<file path="src/rtl/nic8_out_decimal.sv">
// ---------------------------------------------------------------------------
// nic8_out_decimal
//
// Receiver for the nic8 CPU output port. Bytes written by the CPU's OUT
// instruction are captured into a small FIFO. Each byte is then converted to
// three zero-padded decimal ASCII digits and streamed over a valid/ready
// character interface to a console or UART transmitter.
//
// Build option:
//   NIC8_OUT_NEWLINE_EN  when defined, each value is followed by 0x0A
//                        (4 characters per byte); otherwise 3 characters.
//
// Parameters:
//   FIFO_DEPTH   input FIFO entries (power of 2, >= 2)
//
// Ports:
//   clk          system clock, rising edge
//   rst_n        synchronous active-low reset
//   out_strobe   CPU doOut strobe
//   out_data     CPU dbus value, sampled with out_strobe
//   fifo_full    FIFO holds FIFO_DEPTH entries
//   overflow     sticky, a strobe was dropped because the FIFO was full
//   char_valid   a character is presented on char_data
//   char_data    ASCII character (0x00 when not valid)
//   char_ready   sink accepts the presented character
//   busy         conversion/emission in progress or FIFO non-empty
// ---------------------------------------------------------------------------
module nic8_out_decimal #(
    parameter int FIFO_DEPTH = 4
) (
    input  logic       clk,
    input  logic       rst_n,
    input  logic       out_strobe,
    input  logic [7:0] out_data,
    output logic       fifo_full,
    output logic       overflow,
    output logic       char_valid,
    output logic [7:0] char_data,
    input  logic       char_ready,
    output logic       busy
);

    localparam int PTR_W = $clog2(FIFO_DEPTH);
    localparam logic [PTR_W:0] DEPTH_CNT = (PTR_W + 1)'(FIFO_DEPTH);

    typedef enum logic [2:0] {
        IDLE,
        HUND,
        TENS,
        EMIT_H,
        EMIT_T,
        EMIT_U
`ifdef NIC8_OUT_NEWLINE_EN
        , EMIT_NL
`endif
    } state_t;

    state_t state;
    state_t next_state;

    // -----------------------------------------------------------------------
    // Input FIFO
    // -----------------------------------------------------------------------
    logic [7:0]       mem [FIFO_DEPTH];
    logic [PTR_W-1:0] wr_ptr;
    logic [PTR_W-1:0] rd_ptr;
    logic [PTR_W:0]   count;
    logic             empty;
    logic             push;
    logic             pop;

    assign empty     = (count == '0);
    assign fifo_full = (count == DEPTH_CNT);
    // Fullness is judged on the registered count, so a pop on the same edge
    // never rescues a strobe that arrives while full.
    assign push      = out_strobe && !fifo_full;
    assign pop       = (state == IDLE) && !empty;
    assign busy      = (state != IDLE) || !empty;

    // NOTE: storage array has no reset; clearing the pointers and count is
    // what empties the FIFO, so stale entries are never read.
    always_ff @(posedge clk) begin
        if (push) begin
            mem[wr_ptr] <= out_data;
        end
    end

    // NOTE: all sequential state uses non-blocking assignments so every
    // register samples pre-edge values regardless of block ordering.
    always_ff @(posedge clk) begin
        if (!rst_n) begin
            wr_ptr   <= '0;
            rd_ptr   <= '0;
            count    <= '0;
            overflow <= 1'b0;
        end else begin
            if (push) begin
                wr_ptr <= wr_ptr + 1'b1;
            end
            if (pop) begin
                rd_ptr <= rd_ptr + 1'b1;
            end
            case ({push, pop})
                2'b10:   count <= count + 1'b1;
                2'b01:   count <= count - 1'b1;
                default: count <= count;
            endcase
            if (out_strobe && fifo_full) begin
                overflow <= 1'b1;
            end
        end
    end

    // -----------------------------------------------------------------------
    // Conversion datapath: repeated subtraction of 100 then 10
    // -----------------------------------------------------------------------
    logic [7:0] rem;
    logic [1:0] h;
    logic [3:0] t;

    always_ff @(posedge clk) begin
        if (!rst_n) begin
            rem <= '0;
            h   <= '0;
            t   <= '0;
        end else begin
            case (state)
                IDLE: begin
                    if (pop) begin
                        rem <= mem[rd_ptr];
                        h   <= '0;
                        t   <= '0;
                    end
                end
                HUND: begin
                    if (rem >= 8'd100) begin
                        rem <= rem - 8'd100;
                        h   <= h + 2'd1;
                    end
                end
                TENS: begin
                    if (rem >= 8'd10) begin
                        rem <= rem - 8'd10;
                        t   <= t + 4'd1;
                    end
                end
                default: ;
            endcase
        end
    end

    // -----------------------------------------------------------------------
    // FSM
    // -----------------------------------------------------------------------
    always_ff @(posedge clk) begin
        if (!rst_n) begin
            state <= IDLE;
        end else begin
            state <= next_state;
        end
    end

    // NOTE: every output of this block gets a default first so no path
    // leaves a signal unassigned and no latch is inferred.
    always_comb begin
        next_state = state;
        char_valid = 1'b0;
        char_data  = 8'h00;
        case (state)
            IDLE: begin
                if (!empty) begin
                    next_state = HUND;
                end
            end
            HUND: begin
                if (rem < 8'd100) begin
                    next_state = TENS;
                end
            end
            TENS: begin
                if (rem < 8'd10) begin
                    next_state = EMIT_H;
                end
            end
            EMIT_H: begin
                char_valid = 1'b1;
                char_data  = 8'h30 + {6'b0, h};
                if (char_ready) begin
                    next_state = EMIT_T;
                end
            end
            EMIT_T: begin
                char_valid = 1'b1;
                char_data  = 8'h30 + {4'b0, t};
                if (char_ready) begin
                    next_state = EMIT_U;
                end
            end
            EMIT_U: begin
                char_valid = 1'b1;
                char_data  = 8'h30 + rem;
                if (char_ready) begin
`ifdef NIC8_OUT_NEWLINE_EN
                    next_state = EMIT_NL;
`else
                    next_state = IDLE;
`endif
                end
            end
`ifdef NIC8_OUT_NEWLINE_EN
            EMIT_NL: begin
                char_valid = 1'b1;
                char_data  = 8'h0A;
                if (char_ready) begin
                    next_state = IDLE;
                end
            end
`endif
            default: next_state = IDLE;
        endcase
    end

endmodule

</file>
<file path="config.mk">
export PLATFORM = sky130hd
export DESIGN_NAME = nic8_out_decimal
export DESIGN_NICKNAME = d
export VERILOG_FILES = /design/src/rtl/nic8_out_decimal.sv
export SDC_FILE = /design/constraint.sdc
export NUM_CORES = 1
export LEC_CHECK = 0
export ABC_AREA = 1
export ABC_CLOCK_PERIOD_IN_PS = 2200
export CAP_MARGIN = 10
export CORE_ASPECT_RATIO = 0.7
export CORE_MARGIN = 2
export CORE_UTILIZATION = 58
export CTS_CLUSTER_SIZE = 8
export DETAILED_ROUTE_END_ITERATION = 10
export GPL_TIMING_DRIVEN = 0
export PLACE_DENSITY_LB_ADDON = 0.3
export RECOVER_POWER = 100
export SLEW_MARGIN = 20
export SYNTH_ARGS = -nofsm -noshare
export SYNTH_HDL_FRONTEND = slang
export SYNTH_SLANG_ARGS = --single-unit
</file>
<file path="constraint.sdc">
create_clock -name clk -period 2.2 [get_ports clk]
set_input_delay 0.44 -clock clk [delete_from_list [all_inputs] [get_ports clk]]
set_output_delay 0.44 -clock clk [all_outputs]
set_load 0.005 [all_outputs]
</file>
==> out/summary.txt <==
Post-synth ARST share -> 0%
Critical path class -> reg2out
Placed insts -> 480
Final Hold Fails -> 0
FF-to-FF End -> count[2]
Die area -> 5960 um^2
Syn_nets -> 413
Slowest cell delay on critical path -> 0.51 ns
Crit path from -> rem[4]
Max Cap Violations -> 0
Detailed-route DRC error count -> 0
Final nets -> 450
Via density -> 5.35
Crit path max-delay family -> buffers and inverters
Ant diodes -> 0
Area contributors post-synth -> edfxtp_1 31%, dfxtp_1 17%, nand2_1 8.8%
Row Count -> 22
Number of global-route vias before repair -> 2584
Synthesis-to-layout area growth -> 20.3%
Worst Path Required -> 1.76 ns
Worst Path Buf+Inv -> 2
Gate count of the mapped netlist -> 385
Crit start category -> flip-flop
Port Buffers -> 23
Yosys cell types -> 28
Sequential share of the synthesized area -> 48.4%
Syn Std Cell Area -> 3100 um^2
YS warnings -> 0
Reg-to-reg setup timing slack -> 0.10 ns
H-tree depth -> 3
Final Setup Violations -> 0
Die X -> 91.4 um
Measured slew at the worst slew-check pin -> 0.807 ns
Final worst-path cycle share -> 97.2%
Ports -> 24
Grt total ovfl -> 0
Share of Yosys cell area claimed by the top area cell type -> 31.0%
Root buf cell -> clkbuf_8
Vias post-DR -> 2668
Core area -> 5200 um^2
WP data arrival -> 1.70 ns
GRT Total Usage -> 24.6%
Vert. Die Dim -> 65.2 um
1st-pass router iterations -> 5
GP Congestion -> 0.917
Power per cell area -> 1360 nW/um^2
Clock latency on the worst-skew pair -> 0.33 ns
Crit. End Element -> output port
FMAX -> 468 MHz
Finished Core Util -> 71.7%
EDFF count, synth -> 32
Worst hold path cell count -> 2
Worst-path clk slew -> 0.07 ns
#FFs+latches synth -> 59
Longest Clk Path Bufs -> 2
Final setup skew -> 0.0118 ns
Slowest-stage cell, CP -> clkdlybuf4s50_1
Most used cell, CP -> nor2_2
WL/cell -> 13.9 um
Slew Limit Fails -> 0
DP HPWL -> 4.93 mm
Maximum vdd drop -> 665 uV
CTS Sinks -> 59
Hold/Removal Path Class -> reg2reg
DRT iter0 DRCs -> 215
CTS tree -> yes
Layout cell share with drive strength beyond 1 -> 12.2%
Slew headroom -> 46.0%
Mean cell area of the mapped netlist -> 8.06 um^2
Worst r2r src -> state[1]
Unrepaired setup endpoints after global routing -> yes
Initial antenna violation count -> 0
Final non-filler cell total -> 499
Top cell type by total area after synthesis -> edfxtp_1
Starting Density -> 59.6%
CP Cell Sequence -> buf_4 > nor2_2 > nor2_2 > a21oi_1 > clkdlybuf4s50_1
Crit-path max FO -> 3
Post-route ant nets -> 0
Post-Route WL -> 6.93 mm
Leak -> 1.63 nW
HP Start -> overflow
Ys flop type -> edfxtp_1
Largest net degree at the start of global routing -> 11
First-pass GRT wire length -> 11.4 mm
Worst Hold End -> overflow
CTS Buf Count -> 9
Minimum clock period after layout -> 2.14 ns
Status -> finished clean
Reg2Reg Depth -> 13
## synth_stat cells (4+ instances only)
master / instances
o21ai_0: 34
a21oi_1: 23
inv_2: 5
nand3_1: 33
inv_1: 49
nand2_1: 73
edfxtp_1: 32
nor2_1: 59
dfxtp_1: 27
nand4_1: 6
ha_1: 15
o22ai_1: 4
## worst reg2reg max path: cells and delay by family, from the launching register on
| kind | cells | cell delay [ns] |
|---|---|---|
| compound gates | 4 | 0.47 |
| buf+inv | 5 | 0.48 |
| fa+ha+maj | 2 | 0.53 |
| simple gates | 2 | 0.17 |
| flops | 1 | 0.35 |
## metal layers
metal  wire length (um)  track usage, %
met1               3260            33.0
met2               3060            37.8
met3                417            6.42
met4                182            11.2
met5                  0               0
## logic make-up (layout without fill, tap and decap cells)
logic type | after synthesis | count (layout) | synth area share, %
xor+xnor | 2 | 2 | 0.565
simple gates | 181 | 181 | 25.2
buf+inv | 63 | 105 | 8.39
fa+ha+maj | 16 | 16 | 6.69
compound gates | 64 | 64 | 10.7
flops | 59 | 59 | 48.4
## cells in the final DEF (no fill, tap or decap), types with 8 or more instances in the layout
| cell | n |
|---|---|
| inv_1 | 45 |
| o21ai_0 | 31 |
| nand2_1 | 73 |
| clkbuf_8 | 9 |
| dlygate4sd3_1 | 10 |
| dfxtp_1 | 21 |
| a21oi_1 | 23 |
| ha_1 | 14 |
| nand3_1 | 32 |
| nor2_1 | 56 |
| edfxtp_1 | 32 |
| inv_2 | 8 |
## where the power goes
part | total [W] | internal (W) | leakage, nW | switching [W]
combinational | 0.00231 | 0.000826 | 1.00 | 0.00149
clock | 0.00116 | 0.000750 | 0.111 | 0.000414
sequential | 0.00158 | 0.00139 | 0.519 | 0.000189
total | 0.00506 | 0.00297 | 1.63 | 0.00209
## cell type report
cell class              count  area, um^2
clock buffers              11         131
plain buffers               6        40.0
repair buffers             26         255
clock inverters             5         101
flip-flops and latches     59        1520
multi-input cells         263        1380
inverters                  57         221
fillers                   382        1470
well taps                  72        90.1
## what timing repair did
action,4_1_cts,5_1_grt
setup endpoints to repair,8,7
hold buffers,0,0
pin swaps,0,0
setup buffers,3,0
resized for setup,17,18
## per-stage QoR
stage	TNS [ns]	power [W]	hold slack (ns)	setup slack, ns	cell area, um^2
3_5_place_dp	-3.08	0.00377	0.455	-0.182	3420
6_report	0	0.00506	0.464	0.0621	3730
3_3_place_gp	-1.71	0.00370	0.442	-0.117	3420
4_1_cts	-0.0354	0.00503	0.476	-0.0204	3710
5_1_grt	-0.0585	0.00544	0.500	-0.0585	3730
2_1_floorplan	0	0.00316	0.436	0.213	3100
## flip-flops by register name (all words and copies together), names as in the netlist, named ones only
signal and flops:
t 4, rem 8, state 3, wr_ptr 2, rd_ptr 2, h 2
overflow 1, mem 32, count 3
## how the worst max path moves through the flow
stage	endpoint	slack [ns]	cells after the start
finish	char_data[7]	0.06	5
global route	count[2]	-0.06	12
CTS	char_data[4]	-0.02	7
detailed placement	count[2]	-0.18	11
global placement	mem[2][4]	-0.12	5
floorplan	count[2]	0.21	10
(Power assumes the default switching activity.)
